## config.mk

```make
export PLATFORM = sky130hd
export DESIGN_NAME = pixel_write_combiner
export DESIGN_NICKNAME = d
export VERILOG_FILES = /design/src/rtl/mandel_pkg.sv /design/src/rtl/wc_fifo.sv /design/src/rtl/pixel_write_combiner.sv
export SDC_FILE = /design/constraint.sdc
export NUM_CORES = 1
export LEC_CHECK = 0
export CAP_MARGIN = 20
export CORE_MARGIN = 5
export CORE_UTILIZATION = 59
export CTS_CLUSTER_DIAMETER = 80
export CTS_CLUSTER_SIZE = 16
export DETAILED_ROUTE_END_ITERATION = 7
export GPL_TIMING_DRIVEN = 0
export MAX_ROUTING_LAYER = met4
export PLACE_DENSITY_LB_ADDON = 0.08
export SETUP_SLACK_MARGIN = 0.02
export SYNTH_ARGS = -nofsm -noshare
export SYNTH_HDL_FRONTEND = slang
export SYNTH_HIERARCHICAL = 1
export SYNTH_SLANG_ARGS = --single-unit
```

## constraint.sdc

```tcl
create_clock -name clk -period 10.4 [get_ports clk]
set_clock_uncertainty 0.05 [all_clocks]
set_input_delay 2.08 -clock clk [delete_from_list [all_inputs] [get_ports clk]]
set_output_delay 2.08 -clock clk [all_outputs]
set_load 0.05 [all_outputs]
```

## src/rtl/mandel_pkg.sv

```systemverilog
// Shared constants for the Mandelbrot drawing path: frame-store geometry,
// byte-enable encodings and the address-to-lane decode used by pixel writers.
package mandel_pkg;

  localparam int FS_ADDR_W     = 18;
  localparam int SCREEN_WIDTH  = 640;
  localparam int SCREEN_HEIGHT = 480;
  localparam int NBYTE_W       = 4;
  localparam int DATA_W        = 32;

  localparam logic [NBYTE_W-1:0] NBYTE_NONE = 4'b1111;

  // Active-low byte enable for each pixel lane, indexed by addr[1:0]
  localparam logic [NBYTE_W-1:0] LANE_NBYTE [4] = '{4'b1110, 4'b1101, 4'b1011, 4'b0111};

  function automatic logic [NBYTE_W-1:0] lane_nbyte(input logic [1:0] lane);
    return LANE_NBYTE[lane];
  endfunction

endpackage

```

## src/rtl/wc_fifo.sv

```systemverilog
// Small first-word-fall-through FIFO holding completed merge words; the head
// entry is always presented combinationally and stays put until popped.
module wc_fifo #(
  parameter int DEPTH = 8,
  parameter int W     = 54
) (
  input  logic                   clk,
  input  logic                   rst,
  input  logic                   push,
  input  logic                   pop,
  input  logic [W-1:0]           din,
  output logic [W-1:0]           head,
  output logic [$clog2(DEPTH):0] count
);

  localparam int PW = $clog2(DEPTH);

  logic [W-1:0]  r_mem [DEPTH];
  logic [PW-1:0] r_wr_ptr;
  logic [PW-1:0] r_rd_ptr;
  logic [PW:0]   r_count;
  logic          w_push;
  logic          w_pop;

  // Guard against overflow/underflow even if the caller misbehaves
  assign w_push = push && (r_count != (PW+1)'(DEPTH));
  assign w_pop  = pop && (r_count != '0);

  always_ff @(posedge clk) begin
    if (rst) begin
      r_wr_ptr <= '0;
      r_rd_ptr <= '0;
      r_count  <= '0;
    end else begin
      if (w_push) r_wr_ptr <= r_wr_ptr + 1'b1;
      if (w_pop)  r_rd_ptr <= r_rd_ptr + 1'b1;
      case ({w_push, w_pop})
        2'b10:   r_count <= r_count + 1'b1;
        2'b01:   r_count <= r_count - 1'b1;
        default: r_count <= r_count;
      endcase
    end
  end

  always_ff @(posedge clk) begin
    if (w_push) r_mem[r_wr_ptr] <= din;
  end

  assign head  = r_mem[r_rd_ptr];
  assign count = r_count;

endmodule

```

## src/rtl/pixel_write_combiner.sv

```systemverilog
// Merges single-byte pixel writes into whole frame-store words and queues them.
// Define WC_TIMEOUT_FLUSH_EN to flush a partial word after TIMEOUT idle cycles.
module pixel_write_combiner
  import mandel_pkg::*;
#(
  parameter int DEPTH   = 8,
  parameter int ADDR_W  = FS_ADDR_W,
  parameter int TIMEOUT = 16
) (
  input  logic              clk,
  input  logic              rst,
  input  logic              draw_busy,
  input  logic              de_req,
  output logic              de_ack,
  input  logic [ADDR_W-1:0] de_addr,
  input  logic [3:0]        de_nbyte,
  input  logic [31:0]       de_data,
  output logic              fs_req,
  input  logic              fs_ack,
  output logic [ADDR_W-1:0] fs_addr,
  output logic [3:0]        fs_nbyte,
  output logic [31:0]       fs_data,
  output logic              busy
);

  localparam int ENTRY_W = ADDR_W + 36;
  localparam int CW      = $clog2(DEPTH) + 1;

  logic              r_m_valid;
  logic [ADDR_W-1:0] r_m_addr;
  logic [3:0]        r_m_nbyte;
  logic [31:0]       r_m_data;
  logic              r_busy_prev;

  logic              w_hit;
  logic              w_mfull;
  logic              w_fall;
  logic              w_timeout;
  logic              w_flush;
  logic              w_fifo_full;
  logic              w_evict;
  logic              w_merge;
  logic              w_load;
  logic [31:0]       w_merged_data;
  logic [CW-1:0]     w_count;
  logic [ENTRY_W-1:0] w_head;

  assign w_hit       = r_m_valid && (de_addr == r_m_addr);
  assign w_mfull     = r_m_valid && (r_m_nbyte == 4'b0000);
  assign w_fall      = r_busy_prev && !draw_busy;
  assign w_flush     = w_mfull || w_fall || w_timeout;
  assign w_fifo_full = (w_count == CW'(DEPTH));
  assign w_evict     = r_m_valid && !w_fifo_full && (w_flush || (de_req && !w_hit));
  assign de_ack      = !rst && de_req && (!r_m_valid || w_hit || w_evict);
  // A hit on a word leaving this cycle opens a fresh word instead of merging
  assign w_merge     = de_ack && w_hit && !w_evict;
  assign w_load      = de_ack && !(w_hit && !w_evict);

  generate
    for (genvar gi = 0; gi < 4; gi++) begin : g_lane
      assign w_merged_data[gi*8 +: 8] = de_nbyte[gi] ? r_m_data[gi*8 +: 8] : de_data[gi*8 +: 8];
    end
  endgenerate

  always_ff @(posedge clk) begin
    if (rst) begin
      r_m_valid   <= 1'b0;
      r_m_addr    <= '0;
      r_m_nbyte   <= NBYTE_NONE;
      r_m_data    <= '0;
      r_busy_prev <= 1'b0;
    end else begin
      r_busy_prev <= draw_busy;
      if (w_evict) r_m_valid <= 1'b0;
      if (w_merge) begin
        r_m_nbyte <= r_m_nbyte & de_nbyte;
        r_m_data  <= w_merged_data;
      end
      if (w_load) begin
        r_m_valid <= 1'b1;
        r_m_addr  <= de_addr;
        r_m_nbyte <= de_nbyte;
        r_m_data  <= de_data;
      end
    end
  end

`ifdef WC_TIMEOUT_FLUSH_EN
  localparam int TW = $clog2(TIMEOUT + 1);
  logic [TW-1:0] r_tmo_cnt;

  // Saturates at TIMEOUT so a stalled eviction keeps requesting a flush
  always_ff @(posedge clk) begin
    if (rst || de_ack || !r_m_valid) begin
      r_tmo_cnt <= '0;
    end else if (r_tmo_cnt != TW'(TIMEOUT)) begin
      r_tmo_cnt <= r_tmo_cnt + 1'b1;
    end
  end

  assign w_timeout = r_m_valid && (r_tmo_cnt == TW'(TIMEOUT));
`else
  logic w_unused_timeout;
  assign w_unused_timeout = (TIMEOUT != 0);
  assign w_timeout        = 1'b0;
`endif

  wc_fifo #(
    .DEPTH (DEPTH),
    .W     (ENTRY_W)
  ) u_fifo (
    .clk   (clk),
    .rst   (rst),
    .push  (w_evict),
    .pop   (fs_req && fs_ack),
    .din   ({r_m_addr, r_m_nbyte, r_m_data}),
    .head  (w_head),
    .count (w_count)
  );

  assign fs_req                      = (w_count != '0);
  assign {fs_addr, fs_nbyte, fs_data} = w_head;
  assign busy                        = r_m_valid || fs_req;

endmodule
```

Yosys cells after proc, flatten, opt, wreduce, memory -nomap -nowiden
Memory sizes are Yosys's and may differ from the RTL's. A register that Yosys moved wholly into a read port is not among the register bits.
Index checks and enable logic that the tools add are counted.
{ "op_classes": {"addsub": 4, "eq_ne": 9, "mux": 15, "bitwise_logic": 1, "reduce_logical": 36} }
{ "op_table": {"columns": ["cell", "count"], "rows": [
  ["$mux W32", 2],
  ["$mux W8", 4],
  ["$eq A18 B18 Y1", 1],
  ["$logic_and A1 B1 Y1", 15],
  ["$mux W4", 2],
  ["$ne A2 B1 Y1 const B", 4],
  ["$pmux W4 S2", 1],
  ["$reduce_and A2 Y1", 4],
  ["$logic_not A1 Y1", 7],
  ["$add A3 B1 Y3 const B", 2],
  ["$mux W3", 2],
  ["$reduce_bool A2 Y1", 3],
  ["$logic_or A1 B1 Y1", 5],
  ["$add A4 B1 Y4 const B", 1],
  ["$and A4 B4 Y4", 1],
  ["$eq A4 B4 Y1 const B", 1],
  ["$logic_not A4 Y1", 1],
  ["$mux W1", 4],
  ["$ne A4 B4 Y1 const B", 1],
  ["$reduce_bool A4 Y1", 1],
  ["$sub A4 B1 Y4 const B", 1],
  ["$eq A2 B1 Y1 const B", 1],
  ["$eq A2 B2 Y1 const B", 1]
]} }
{ "word_totals": {"reg_bits": 66, "mem_bits_rw": 432, "inputBits": 59, "mem_count": 1} }
{ "mem_list": {"columns": ["name", "words", "word_bits", "read_ports", "rd_ports_with_merged_regs", "write_ports", "line", "source"], "rows": [
  ["u_fifo.r_mem", 8, 54, 1, 1, 1, "wc_fifo.sv:18", "logic [W-1:0] r_mem [DEPTH];"]
]} }

Longest topological paths before layout
{ "logic_depth": {"word_depth": 12, "ltp_mapped": 15} }

Hierarchy
The synthesis kept the hierarchy.
{ "modules_own_cells": {"columns": ["module", "n_inst", "cells_per_inst", "area_each_um2", "seq_area_each_um2"], "rows": [
  ["wc_fifo", 1, 695, 16833.6, 13232.7],
  ["pixel_write_combiner", 1, 267, 2813.9, 1121.1]
]} }

Least setup slack after synthesis
No wires, ideal clock.
{ "synth_path": {"kind": "input to register", "from": "in de_addr[17]", "to": "mem u_fifo.r_mem[0][0] (enable)", "arrival_ps": 8362, "path_slack_ps": 1388, "cell_stages": 9, "n_path_buf": 1, "cell_sequence": "or2b_1 -> o2111ai_1 -> nor4_2 -> and4_1 -> buf_4 -> nor2b_1 -> o311a_1 -> o21ai_2 -> nor4_1"} }
{ "synth_between": {"elab_chain_len": 9} }
{ "synth_rtl": {"columns": ["item", "line", "source"], "rows": [
  ["start: declaration", "pixel_write_combiner.sv:15", "input logic [ADDR_W-1:0] de_addr,"],
  ["$eq A18 B18 Y1", "pixel_write_combiner.sv:48", "assign w_hit = r_m_valid && (de_addr == r_m_addr);"],
  ["$logic_and A1 B1 Y1", "pixel_write_combiner.sv:48", null],
  ["$logic_not A1 Y1", "pixel_write_combiner.sv:53", "assign w_evict = r_m_valid && !w_fifo_full && (w_flush || (de_req && !w_hit));"],
  ["$logic_and A1 B1 Y1", "pixel_write_combiner.sv:53", null],
  ["$logic_or A1 B1 Y1", "pixel_write_combiner.sv:53", null],
  ["$logic_and A1 B1 Y1", "pixel_write_combiner.sv:53", null],
  ["via w_evict", "pixel_write_combiner.sv:41", "logic w_evict;"],
  ["$logic_and A1 B1 Y1", "wc_fifo.sv:26", "assign w_push = push && (r_count != (PW+1)'(DEPTH));"],
  ["$mux W1", "wc_fifo.sv:46", "if (w_push) r_mem[r_wr_ptr] <= din;"],
  ["$mux W1 (implied by the code)", "wc_fifo.sv:46", null],
  ["end: declaration", "wc_fifo.sv:18", null]
]} }
The timed path passes the listed nets, and every way through them passes these cells.

Worst setup path after layout
{ "layout_path": {"from": "in de_addr[3]", "to": "out de_ack"} }
{ "layout_between": {"elab_chain_len": 8, "word_cells_on_any_way": 9, "cone_classes": "eq/ne: 1; reduce/logical: 8"} }
{ "layout_rtl": {"columns": ["item", "line", "source"], "rows": [
  ["$eq A18 B18 Y1 *", "pixel_write_combiner.sv:48", null],
  ["$logic_and A1 B1 Y1 *", "pixel_write_combiner.sv:48", null],
  ["$logic_not A1 Y1", "pixel_write_combiner.sv:53", null],
  ["$logic_and A1 B1 Y1", "pixel_write_combiner.sv:53", null],
  ["$logic_or A1 B1 Y1", "pixel_write_combiner.sv:53", null],
  ["$logic_and A1 B1 Y1", "pixel_write_combiner.sv:53", null],
  ["$logic_or A1 B1 Y1 *", "pixel_write_combiner.sv:54", "assign de_ack = !rst && de_req && (!r_m_valid || w_hit || w_evict);"],
  ["$logic_and A1 B1 Y1 *", "pixel_write_combiner.sv:54", null],
  ["end: declaration", "pixel_write_combiner.sv:14", "output logic de_ack,"]
]} }
Mark *: on every way between the ends. The rest lies on a longest branch, timed or not.

==> impl_summary.md <==
Status
The flow ran to the end, and the final reports show no timing, DRC or antenna violations.

Global route
The first global-routing pass estimated 62.3 mm of wire. The maximum number of pins on one net before global-route repair is 23. Global routing used 23.6% of the available tracks across all layers.

For this run, global-route usage on met3 was measured as 3.06%. The initial antenna violation count is 1. The via count of the first global-routing pass was 10100.

The global-route track usage on met2 is 36.6%. The met1 layer usage reported by global route is 34.8%. The global routing stage identified its most utilized layer as met2. The total overflow left after global routing is 0.

STA
In the post-route analysis, the smallest setup slack over all paths is 3190 ps. The final-report max-slew violation count came to 0. The measured slew at the worst slew-check pin is 1090 ps. Based on the critical path, the design can be clocked at up to 139 MHz. Setup repair after global routing left no endpoint under its margin.

In the finished design, the share of the clock period the worst path needs comes to 69.3%. Measured against its own limit, the worst slew margin works out to 27.2%. The final-report hold violation count came to 0. The post-layout minimum cycle time is 7210 ps. The number of setup violations in the final report is 0. The minimum hold slack is 490 ps.

Pwr
VDD sags by at most 0.146 mV. The leakage power total is 7.48 nW. The power density over the cells is 169 nW/µm².

Placed design
Input and output buffers added on the ports amount to 114. After legalization and detailed placement, the total HPWL measured 27.5 mm. The placement-stage worst setup slack is 3170 ps. The final weighted congestion in routability-driven placement is 0.740. In this run, placement finished with an instance count of 1563.

Yosys
The async set-or-reset flop fraction in the synthesized netlist is 0%. In the post-synthesis netlist, the biggest area contributors are sky130_fd_sc_hd__edfxtp_1 (66%), sky130_fd_sc_hd__mux4_2 (12%), sky130_fd_sc_hd__dfxtp_1 (7.0%). The number of nets handed over by synthesis was 1026. During synthesis, Yosys emitted a total of 6 warnings. The mapped netlist covers 19600 µm². Yosys mapped the design onto 52 distinct sky130hd cell types.

In the synthesized netlist the dominant register cell turns out to be sky130_fd_sc_hd__edfxtp_1. The area fraction of the dominant cell type after synthesis is 66.0%. Counting flops with a built-in enable in the synthesized netlist gives 432. Dividing the synthesized area by the synthesized cell count gives 20.4 µm².

The synthesized design spends more area on one cell type than any other, namely sky130_fd_sc_hd__edfxtp_1. Synthesis handed over a netlist of 962 instances. Summing the sequential cell areas from Yosys gives 73.1% of the chip area.

The total of flip-flops plus latches after synthesis is 501.

Setup path
The largest fanout of any net on the critical path is 6. The critical path goes through clkdlybuf4s50_1, xnor2_1, nand4_1, nor4_2, and4_1, buf_4, o21ai_1, inv_1, clkdlybuf4s50_1. The number of buffers and inverters on the critical path is 4. The most repeated library cell on the critical path is sky130_fd_sc_hd__clkdlybuf4s50_1. STA puts the critical path data arrival time at 5080 ps. The cell family contributing the most delay on the critical path is buffers and inverters.

The data required time of the worst path is 8270 ps. The startpoint type of the worst setup path is an input pin. For this design, the slowest cell found on the critical path is sky130_fd_sc_hd__clkdlybuf4s50_1. The endpoint kind of the worst setup timing path is an output pin. The highest cell delay on the worst timing path is 800 ps. By startpoint and endpoint, the worst setup path is classified as input pin to output pin.

Detailed routing
In the final routed layout, each cell accounts on average for 25.3 µm. The total wire length is 41.2 mm. In this run, the number of DRC markers left after iteration 0 of detailed routing was 845.

The number of design rule violations left after detail routing is 0. The average vias per placed instance is 5.93. The first detailed-routing pass ran for 5 iterations. The overall via count from detail_route is 9679. The number of nets with antenna violations after detailed routing is 0.

Cells and area
The ratio of cells with drive above 1 in the final layout is 25.7%. The finished layout holds 1631 standard cells, fillers aside. The layout overhead on the synthesized area is 17.5%. 0 antenna diodes ended up in the layout.

The net count reported at finish is 1224. After filler insertion, the fill cell instance count of the layout stands at 2116. The post-layout utilization of the core is 70.6%.

Clocking
The CTS sink count is 501. TritonCTS built the clock tree. The CTS H-tree depth is 2.

Buffers added to address setup during post-CTS repair amount to 0. The root buffer selected by CTS is sky130_fd_sc_hd__clkbuf_16. The clock transition at the registers of the reported paths is 70 ps. The number of clock buffers added by TritonCTS is 37.

The number of gates given a new drive strength after cts is 0. The hold-fix buffer count after cts is 0. The longest clock path from root to sink contains 3 buffers. The insertion delay to the later sink of the worst-skew pair is 530 ps.

Floorplan
The floorplan step defined a die boundary enclosing 37100 µm². The number of top-level pins is 116. The placeable core area is 32700 µm².

The number of core rows is 66. The die is 192 µm wide. The height of the die is 192 µm. The initial standard-cell utilization of the core is 60.1%.

Min path
The min-delay analysis places its worst path in the category flip-flop to flip-flop.

Run
Max-cap violations in this run came to 0.
-- cells by family (layout without fill, tap and decap cells) --
logic type                 after synthesis  count (layout)  share of synthesized area, %
DFF                                    501             501                          73.1
muxes                                  217             217                          18.7
adders and majority gates                5               5                         0.318
and+or+nand+nor                        139             139                          4.20
AOI/OAI and AO/OA                       24              24                          1.36
buffers and inverters                   57             284                          1.53
xor gates and xnor gates                19              19                         0.847
-- path summary, 6_finish.rpt --
path                       from               to  slack [ps]  depth (start not counted)
max reg2reg         r_m_addr[3]  u_fifo/count[3]        6200                         14
min          u_fifo/r_rd_ptr[2]        flip-flop         490                          2
max                  de_addr[3]           de_ack        3190                          9
min reg2reg  u_fifo/r_rd_ptr[2]        flip-flop         490                          2
-- cell usage after synthesis, types with 2 or more instances --
cell type,instances
sky130_fd_sc_hd__dfxtp_1,69
sky130_fd_sc_hd__nand4_1,2
sky130_fd_sc_hd__xor2_1,8
sky130_fd_sc_hd__inv_1,9
sky130_fd_sc_hd__nand2b_1,70
sky130_fd_sc_hd__or3_1,2
sky130_fd_sc_hd__clkbuf_1,25
sky130_fd_sc_hd__and4_1,2
sky130_fd_sc_hd__nor2b_1,22
sky130_fd_sc_hd__nor3_1,6
sky130_fd_sc_hd__edfxtp_1,432
sky130_fd_sc_hd__inv_2,2
sky130_fd_sc_hd__buf_2,12
sky130_fd_sc_hd__mux2_1,2
sky130_fd_sc_hd__nand2_1,6
sky130_fd_sc_hd__a31oi_4,4
sky130_fd_sc_hd__o32a_1,4
sky130_fd_sc_hd__mux2_4,15
sky130_fd_sc_hd__buf_6,4
sky130_fd_sc_hd__mux4_2,108
sky130_fd_sc_hd__mux2_2,56
sky130_fd_sc_hd__xnor2_1,11
sky130_fd_sc_hd__nor2_1,18
sky130_fd_sc_hd__buf_8,2
sky130_fd_sc_hd__ha_1,5
sky130_fd_sc_hd__mux2i_1,36
sky130_fd_sc_hd__nor4_1,3
sky130_fd_sc_hd__a21oi_1,3
-- placed cells by master, fill, tap and decap left out, drive strengths merged, types with 2 or more instances in the layout --
| master | Yosys | routed |
|---|---|---|
| edfxtp | 432 | 432 |
| clkdlybuf4s50 | 0 | 114 |
| mux4 | 108 | 108 |
| clkbuf | 25 | 91 |
| mux2 | 73 | 73 |
| nand2b | 70 | 70 |
| dfxtp | 69 | 69 |
| buf | 21 | 66 |
| mux2i | 36 | 36 |
| nor2b | 23 | 23 |
| nor2 | 18 | 18 |
| inv | 11 | 12 |
| xnor2 | 11 | 11 |
| xor2 | 8 | 8 |
| nand2 | 6 | 6 |
| nor3 | 6 | 6 |
| ha | 5 | 5 |
| a31oi | 4 | 4 |
| o32a | 4 | 4 |
| a21oi | 4 | 4 |
| nor4 | 4 | 4 |
| o21ai | 3 | 3 |
| nand4 | 2 | 2 |
| and4 | 2 | 2 |
| or3 | 2 | 2 |
-- state kept, by name, summed over array words and instances, names as in the netlist, named ones only --
name,cells
u_fifo/r_wr_ptr,3
r_m_data,32
r_m_valid,1
r_m_addr,18
u_fifo/r_mem,432
u_fifo/count,4
r_m_nbyte,4
u_fifo/r_rd_ptr,3
r_busy_prev,1
-- report_power, final --
| group | switching (mW) | internal (mW) |
|---|---|---|
| Clock | 0.645 | 0.707 |
| Combinational | 0.159 | 0.132 |
| Sequential | 0.0420 | 2.22 |
| Total | 0.846 | 3.06 |
-- worst reg2reg max path: cells and delay by family, from the launching register on --
family	cells	cell delay, ps
compound gates	4	810
buf+inv	2	380
simple gates	5	1390
fa+ha+maj	1	330
flops	1	520
mux	1	380
xor+xnor	1	230
-- final cells by class --
class / count / area [µm²] / share of cell area (%)
Tap cell: 442 / 553 / 2.39
Sequential cell: 501 / 14400 / 62.2
Clock inverter: 2 / 25.0 / 0.108
Buffer: 46 / 260 / 1.13
Clock buffer: 66 / 1080 / 4.66
Timing Repair Buffer: 159 / 1740 / 7.55
Multi-Input combinational cell: 404 / 5040 / 21.8
Inverter: 11 / 41.3 / 0.179
-- metrics by stage --
step	cell area (µm²)	setup TNS [ps]	power, mW
2_1_floorplan	19600	0	2.48
3_3_place_gp	21300	-710560	2.59
3_5_place_dp	22000	0	2.60
4_1_cts	23100	0	3.94
5_1_grt	23100	0	4.04
6_report	23100	0	3.91
-- layer usage --
layer	part of all wire, %	vias to the layer above
li1	-	4253
met1	45	5065
met2	49	312
met3	5.3	49
met4	1.4	0
met5	0	-
Note: power is estimated with default switching activity, not from simulation.
